===== src/rtl/instr_issue_queue.sv =====
`default_nettype none
// ============================================================================
// Module   : instr_issue_queue
// Purpose  : FIFO-buffered instruction issue with compute-hold NOP bubbles and
//            HALT parking. Optional macro ISSUE_COUNTER_EN adds issue_count.
// Revision : 1.0 - initial release
// ============================================================================
module instr_issue_queue #(
  parameter int DEPTH        = 8,
  parameter int INSTR_W      = 64,
  parameter int COMPUTE_HOLD = 16
) (
  input  logic                       clk,
  input  logic                       rst,
  input  logic                       host_valid,
  input  logic [INSTR_W-1:0]         host_instr,
  output logic                       host_ready,
  input  logic                       resume,
  output logic [INSTR_W-1:0]         instruction,
  output logic [$clog2(DEPTH):0]     fill_count,
  output logic                       halted,
  output logic                       busy
`ifdef ISSUE_COUNTER_EN
  ,
  output logic [15:0]                issue_count
`endif
);

  localparam int c_AW = $clog2(DEPTH);
  localparam int c_CW = $clog2(DEPTH) + 1;
  localparam int c_HW = $clog2(COMPUTE_HOLD + 1);

  localparam logic [1:0] c_RUN  = 2'd0;
  localparam logic [1:0] c_HOLD = 2'd1;
  localparam logic [1:0] c_HALT = 2'd2;

  logic [INSTR_W-1:0] r_mem [DEPTH];
  logic [c_AW-1:0]    r_wr_ptr;
  logic [c_AW-1:0]    r_rd_ptr;
  logic [c_CW-1:0]    r_count;
  logic [1:0]         r_state;
  logic [c_HW-1:0]    r_hold_cnt;
  logic [INSTR_W-1:0] r_instr;

  logic               w_full;
  logic               w_push;
  logic               w_pop;
  logic [INSTR_W-1:0] w_head;
  logic [4:0]         w_opcode;

  // Full blocks writes even when a pop happens in the same cycle.
  assign w_full   = (r_count == c_CW'(DEPTH));
  assign w_push   = host_valid && !w_full;
  assign w_pop    = (r_state == c_RUN) && (r_count != '0);
  assign w_head   = r_mem[r_rd_ptr];
  assign w_opcode = w_head[4:0];

  assign host_ready  = !w_full;
  assign instruction = r_instr;
  assign fill_count  = r_count;
  assign halted      = (r_state == c_HALT);
  assign busy        = (r_state == c_HOLD) || (r_count != '0);

  always_ff @(posedge clk) begin
    if (w_push) begin
      r_mem[r_wr_ptr] <= host_instr;
    end
  end

  always_ff @(posedge clk or posedge rst) begin
    if (rst) begin
      r_wr_ptr   <= '0;
      r_rd_ptr   <= '0;
      r_count    <= '0;
      r_state    <= c_RUN;
      r_hold_cnt <= '0;
      r_instr    <= '0;
    end else begin
      if (w_push) begin
        r_wr_ptr <= r_wr_ptr + c_AW'(1);
      end
      if (w_pop) begin
        r_rd_ptr <= r_rd_ptr + c_AW'(1);
      end
      case ({w_push, w_pop})
        2'b10:   r_count <= r_count + c_CW'(1);
        2'b01:   r_count <= r_count - c_CW'(1);
        default: r_count <= r_count;
      endcase

      // A popped word is shown for exactly one cycle; every other cycle is NOP.
      r_instr <= w_pop ? w_head : '0;

      case (r_state)
        c_RUN: begin
          if (w_pop) begin
            if ((w_opcode == 5'b00001) || (w_opcode == 5'b00010)) begin
              r_state    <= c_HOLD;
              r_hold_cnt <= c_HW'(COMPUTE_HOLD);
            end else if (w_opcode == 5'b11111) begin
              r_state <= c_HALT;
            end
          end
        end
        c_HOLD: begin
          r_hold_cnt <= r_hold_cnt - c_HW'(1);
          if (r_hold_cnt == c_HW'(1)) begin
            r_state <= c_RUN;
          end
        end
        c_HALT: begin
          if (resume) begin
            r_state <= c_RUN;
          end
        end
        default: r_state <= c_RUN;
      endcase
    end
  end

`ifdef ISSUE_COUNTER_EN
  logic [15:0] r_issue_count;

  always_ff @(posedge clk or posedge rst) begin
    if (rst) begin
      r_issue_count <= '0;
    end else if (w_pop && (w_opcode != 5'b00000)) begin
      r_issue_count <= r_issue_count + 16'd1;
    end
  end

  assign issue_count = r_issue_count;
`endif

endmodule
`default_nettype wire

===== config.mk =====
export PLATFORM = sky130hd
export DESIGN_NAME = instr_issue_queue
export DESIGN_NICKNAME = d
export VERILOG_FILES = /design/src/rtl/instr_issue_queue.sv
export SDC_FILE = /design/constraint.sdc
export NUM_CORES = 1
export LEC_CHECK = 0
export CELL_PAD_IN_SITES_DETAIL_PLACEMENT = 1
export CELL_PAD_IN_SITES_GLOBAL_PLACEMENT = 2
export CORE_MARGIN = 5
export CORE_UTILIZATION = 25
export CTS_CLUSTER_SIZE = 20
export DETAILED_ROUTE_END_ITERATION = 8
export PLACE_DENSITY = 0.59
export SYNTH_ARGS = -nofsm -noshare
export SYNTH_HDL_FRONTEND = slang
export SYNTH_SLANG_ARGS = --single-unit

===== constraint.sdc =====
create_clock -name clk -period 8.1 [get_ports clk]
set_input_delay 1.215 -clock clk [delete_from_list [all_inputs] [get_ports clk]]
set_output_delay 1.215 -clock clk [all_outputs]
set_load 0.02 [all_outputs]

# After elaboration in Yosys (flattened, before gate mapping)
# Memories as Yosys holds them, arrays and structs flattened.
# Cells that the tools add are included.
[word_totals]
ramBits = 512
memories = 1
reg_bits = 81
in_bits = 68
romBits = 0
out_inout_bits = 71
wordCells = 50
latch_bits = 0
[classes]
shifts = 0
div = 0
n_eq_ne = 14
bitwise_logic = 0
mul = 0
reduce_logical = 11
addsub = 5
magnitude_cmp = 0
mux = 13
[memory_table]
columns = ["memory", "words", "word_bits", "read_ports", "rd_clocked_by_memory_dff", "write_ports", "line", "text"]
rows = [
  ["r_mem", 8, 64, 1, 0, 1, "37", "logic [INSTR_W-1:0] r_mem [DEPTH];"],
]
[ops]
columns = ["op", "n"]
rows = [
  ["64-bit two-way mux", 1],
  ["5-bit by 1-bit == test with 1-bit output, second input constant", 2],
  ["2-bit two-way mux", 5],
  ["5-bit two-way mux", 2],
  ["5-bit case mux with 2 select lines", 1],
  ["4-bit case mux with 2 select lines", 1],
  ["3-bit by 1-bit adder with 3-bit output, second input constant", 2],
  ["2-bit case mux with 3 select lines", 1],
  ["5-bit by 2-bit == test with 1-bit output, second input constant", 1],
  ["5-bit == test, second input constant", 1],
  ["5-bit by 1-bit subtractor with 5-bit output, second input constant", 1],
  ["4-bit by 1-bit adder with 4-bit output, second input constant", 1],
  ["2-bit by 1-bit == test with 1-bit output, second input constant", 2],
  ["2-bit == test, second input constant", 2],
  ["4-bit == test, second input constant", 1],
  ["2-bit by 1-bit != test with 1-bit output, second input constant", 2],
  ["2-bit != test, second input constant", 2],
  ["4-bit AND reduction", 1],
  ["2-bit nonzero test", 2],
  ["4-bit nonzero test", 1],
  ["4-bit by 1-bit subtractor with 4-bit output, second input constant", 1],
  ["3-bit by 1-bit != test with 1-bit output, second input constant", 1],
  ["3-bit AND reduction", 1],
  ["1-bit logical AND", 2],
  ["4 further kinds", 6],
]

# Logic depth before layout (Yosys ltp)
# An unclocked memory read counts as a cell.
[depth]
depth_word = 6
ltp_mapped = 11
mapped_depth_nobuf = 10

# Worst setup path before layout
# No wires, ideal clock.
[synth_path]
kind = "input to register"
startpoint = "in host_valid"
endpoint = "mem r_mem[0][0] (enable)"
stages = 3
t_arrival_ns = 5.980
t_required_ns = 7.535
path_slack_ns = 1.556
setup_time_ns = 0.565
cell_sequence = "nand2_1 -> or2_2 -> nor3_1"
[synth_via]
elab_chain_cells = 3
[synth_lines]
columns = ["element", "line", "text"]
rows = [
  ["from (decl)", "15", "input logic host_valid,"],
  ["1-bit logical AND", "53", "assign w_push = host_valid && !w_full;"],
  ["1-bit two-way mux", "65", "if (w_push) begin"],
  ["1-bit two-way mux (implied by the code)", "66", "r_mem[r_wr_ptr] <= host_instr;"],
  ["to (decl)", "37", ""],
]
# Every way passes these cells.

# Worst setup path after layout
[layout_path]
startpoint = "reg r_count[0] (netlist: fill_count[0])"
endpoint = "out busy"
[layout_via]
elab_chain_cells = 2
[layout_lines]
columns = ["element", "line", "text"]
rows = [
  ["from (decl)", "40", "logic [c_CW-1:0] r_count;"],
  ["from (signal assigned)", "86", "2'b10: r_count <= r_count + c_CW'(1);"],
  ["from (signal assigned)", "87", "2'b01: r_count <= r_count - c_CW'(1);"],
  ["from (signal assigned)", "88", "default: r_count <= r_count;"],
  ["4-bit nonzero test", "62", "assign busy = (r_state == c_HOLD) || (r_count != '0);"],
  ["1-bit logical OR", "62", ""],
  ["to (decl)", "22", "output logic busy"],
]
# Every way passes these cells.

==> qor.yml <==
path_clk_slew_ps: 60
antenna_left: 0
hold_viol_final: 0
finalSetupViolCount: 0
ys_seq_area_frac: 0.794
clock_sinks: 593
cp.required_ps: 6880
h-tree-depth: 2
die-width_um: 306
worstMarginPinSlew_ps: 1150
die_y_um: 306
grt_pass1_wl_um: 76000
synth_top_area_share: 0.702
rsz0062_at_grt: "no"
syn_area_per_cell_um2: 22.4
drtPass1Iterations: 5
yosys_warnings: 0
worstRegToRegCells: 6
num_io_pins: 139
drtIter0Drc: 424
synthFlopType: "edfxtp_1"
core.rowCount: 108
grt_start_max_net_pins: 92
gp_congestion: 0.681
ys_ff_latch: 593
status: "completed"
cp.arrival_ps: 2550
slew-limit-headroom: 0.232
ys_types: 33
leakagePower_nw: 8.74
synth_nets: 1054
final_cells: 2355
cts_max_path_buffers: 3
p_per_area_mw_per_mm2: 364
coreArea_mm2: 0.0869
worst_slack_ps: 4340
worstPathMaxFanout: 6
synth_edf_count: 512
startpoint_type: "flip-flop"
port_buffers: 138
max_freq_mhz: 266
netlist_area_mm2: 0.0219
yosys-top-cells-area: "edfxtp_1, mux4_2, dfrtp_1, mux2i_1, nor2_1"
fin_tns_setup_ps: 0
nFillCells: 8701
cts-buffers-inserted: 61
synthCells: 978
yosysTopAreaCell: "edfxtp_1"
cts-root-buf: "clkbuf_16"
min_period_ps: 3760
ir_worst_vdd_uv: 235
drt-total-wl_um: 50500
placedCellCount: 2240
antenna_found_initial: 8
drv_slew: 0
worst_hold_path_type: "flip-flop to flip-flop"
die_area_mm2: 0.0937
route.detailed.drc: 0
groute.usage.overall: 0.107
overflow: 0
maxCapViolCount: 0
ctsHoldBuffers: 0
start_util: 0.252
clock_latency_ps: 610
grt_pass1_vias: 11191
cts_tree: "built"
post-place-ws_ps: 4150
vias: 9801
syn_to_final_growth_pct: 21.4
hold_ws_ps: 538
synth-async-reset-ratio: 0.137
finClkSkew_ps: 19.2
hpwl_um: 28300
hold_path_depth: 2
drive_above_1_share: 0.199
path_class: "flip-flop to primary output"
period_share: 0.464
ctsResizeCount: 0
post_cts_buffers: 0
wire_per_inst_um: 21.5
num-nets-final: 1224
end_kind: "primary output"
via_per_inst: 4.16
-- power breakdown --
part           total, mW  internal (mW)  switching, mW
sequential          4.27           3.94          0.330
clock               2.65           1.50           1.15
combinational       2.77           1.27           1.50
-- synthesized netlist by cell type (all sizes together) (3+ instances only) --
master	n
inv	7
edfxtp	512
nand2b	5
ha	7
nor2	76
xor2	3
mux2i	65
nand3	3
a21oi	5
dfrtp	81
nor3	6
nand2	11
clkbuf	22
mux4	128
xnor2	8
buf	23
-- sequential cells by signal, indices dropped and copies added, names as in the netlist --
signal and cells:
r_rd_ptr 3, fill_count 4, r_mem 512, r_hold_cnt 5, instruction 64, r_wr_ptr 3
r_state 2
-- placed cells by master, fill, tap and decap left out, drive strengths merged, types with 2 or more instances in the layout --
cell / synthesis / routed
bufinv: 0 / 2
ha: 7 / 7
nand2: 11 / 11
xor2: 3 / 3
a21oi: 5 / 5
clkinvlp: 0 / 3
mux2i: 65 / 65
clkinv: 0 / 26
clkbuf: 22 / 81
dfrtp: 81 / 81
nor3: 6 / 6
nor4: 2 / 2
nand2b: 5 / 5
inv: 7 / 8
mux4: 128 / 128
nand3: 3 / 3
o31ai: 2 / 2
or4: 2 / 2
edfxtp: 512 / 512
xnor2: 8 / 8
diode: 0 / 2
clkdlybuf4s50: 0 / 138
buf: 23 / 14
nor2: 76 / 76
-- critical path: stages, from the launching register on --
cell and delay, ps:
dfrtp_1 450, nor4_1 740, nand2_1 160, clkdlybuf4s50_1 600
-- path summary, 6_finish.rpt --
check	start	slack, ps	end
min	r_wr_ptr[0]$_DFFE_PP0P_	540	r_wr_ptr[0]$_DFFE_PP0P_
min reg2reg	r_wr_ptr[0]$_DFFE_PP0P_	540	r_wr_ptr[0]$_DFFE_PP0P_
max reg2reg	r_rd_ptr[2]$_DFFE_PP0N_	4660	r_state[1]$_DFFE_PP0P_
max in group asynchronous	rst	5970	instruction[14]$_DFF_PP0_
min in group asynchronous	rst	1040	instruction[2]$_DFF_PP0_
max	fill_count[0]$_DFFE_PP0P_	4340	busy
-- layer usage --
metal  up-vias  routed length, µm  global-route usage
li1       4312                  -                   -
met3        64               3120              0.0318
met2       203              24000               0.174
met1      5214              22600               0.144
met5         -                 54                   0
met4         8                684              0.0194
-- layout make-up --
class	count	area [µm²]	share of cell area
inverter	7	28.8	0.00108
clock inverter	32	210	0.00790
sequential	593	17400	0.654
tap	1155	1450	0.0543
timing repair buffer	152	1500	0.0563
multi-input combinational	333	4350	0.163
clock buffer	81	1660	0.0625
antenna	2	5.00	0.000188
-- kinds of logic after synthesis --
group,share of synthesized area
flops,0.794
xor+xnor,0.00440
simple gates,0.0212
buf+inv,0.0102
mux,0.162
compound gates,0.00274
fa+ha+maj,0.00491
-- stage by stage --
| stage | instance area, µm² | power, mW | util |
|---|---|---|---|
| 6_report | 26600 | 9.69 | 0.306 |
| 5_1_grt | 26600 | 10.3 | 0.306 |
| 2_1_floorplan | 21900 | 6.10 | - |
| 4_1_cts | 26600 | 9.93 | 0.306 |
| 3_5_place_dp | 24700 | 7.23 | 0.285 |
| 3_3_place_gp | 24700 | 7.19 | 0.285 |
Note: power is estimated with default switching activity, not from simulation.
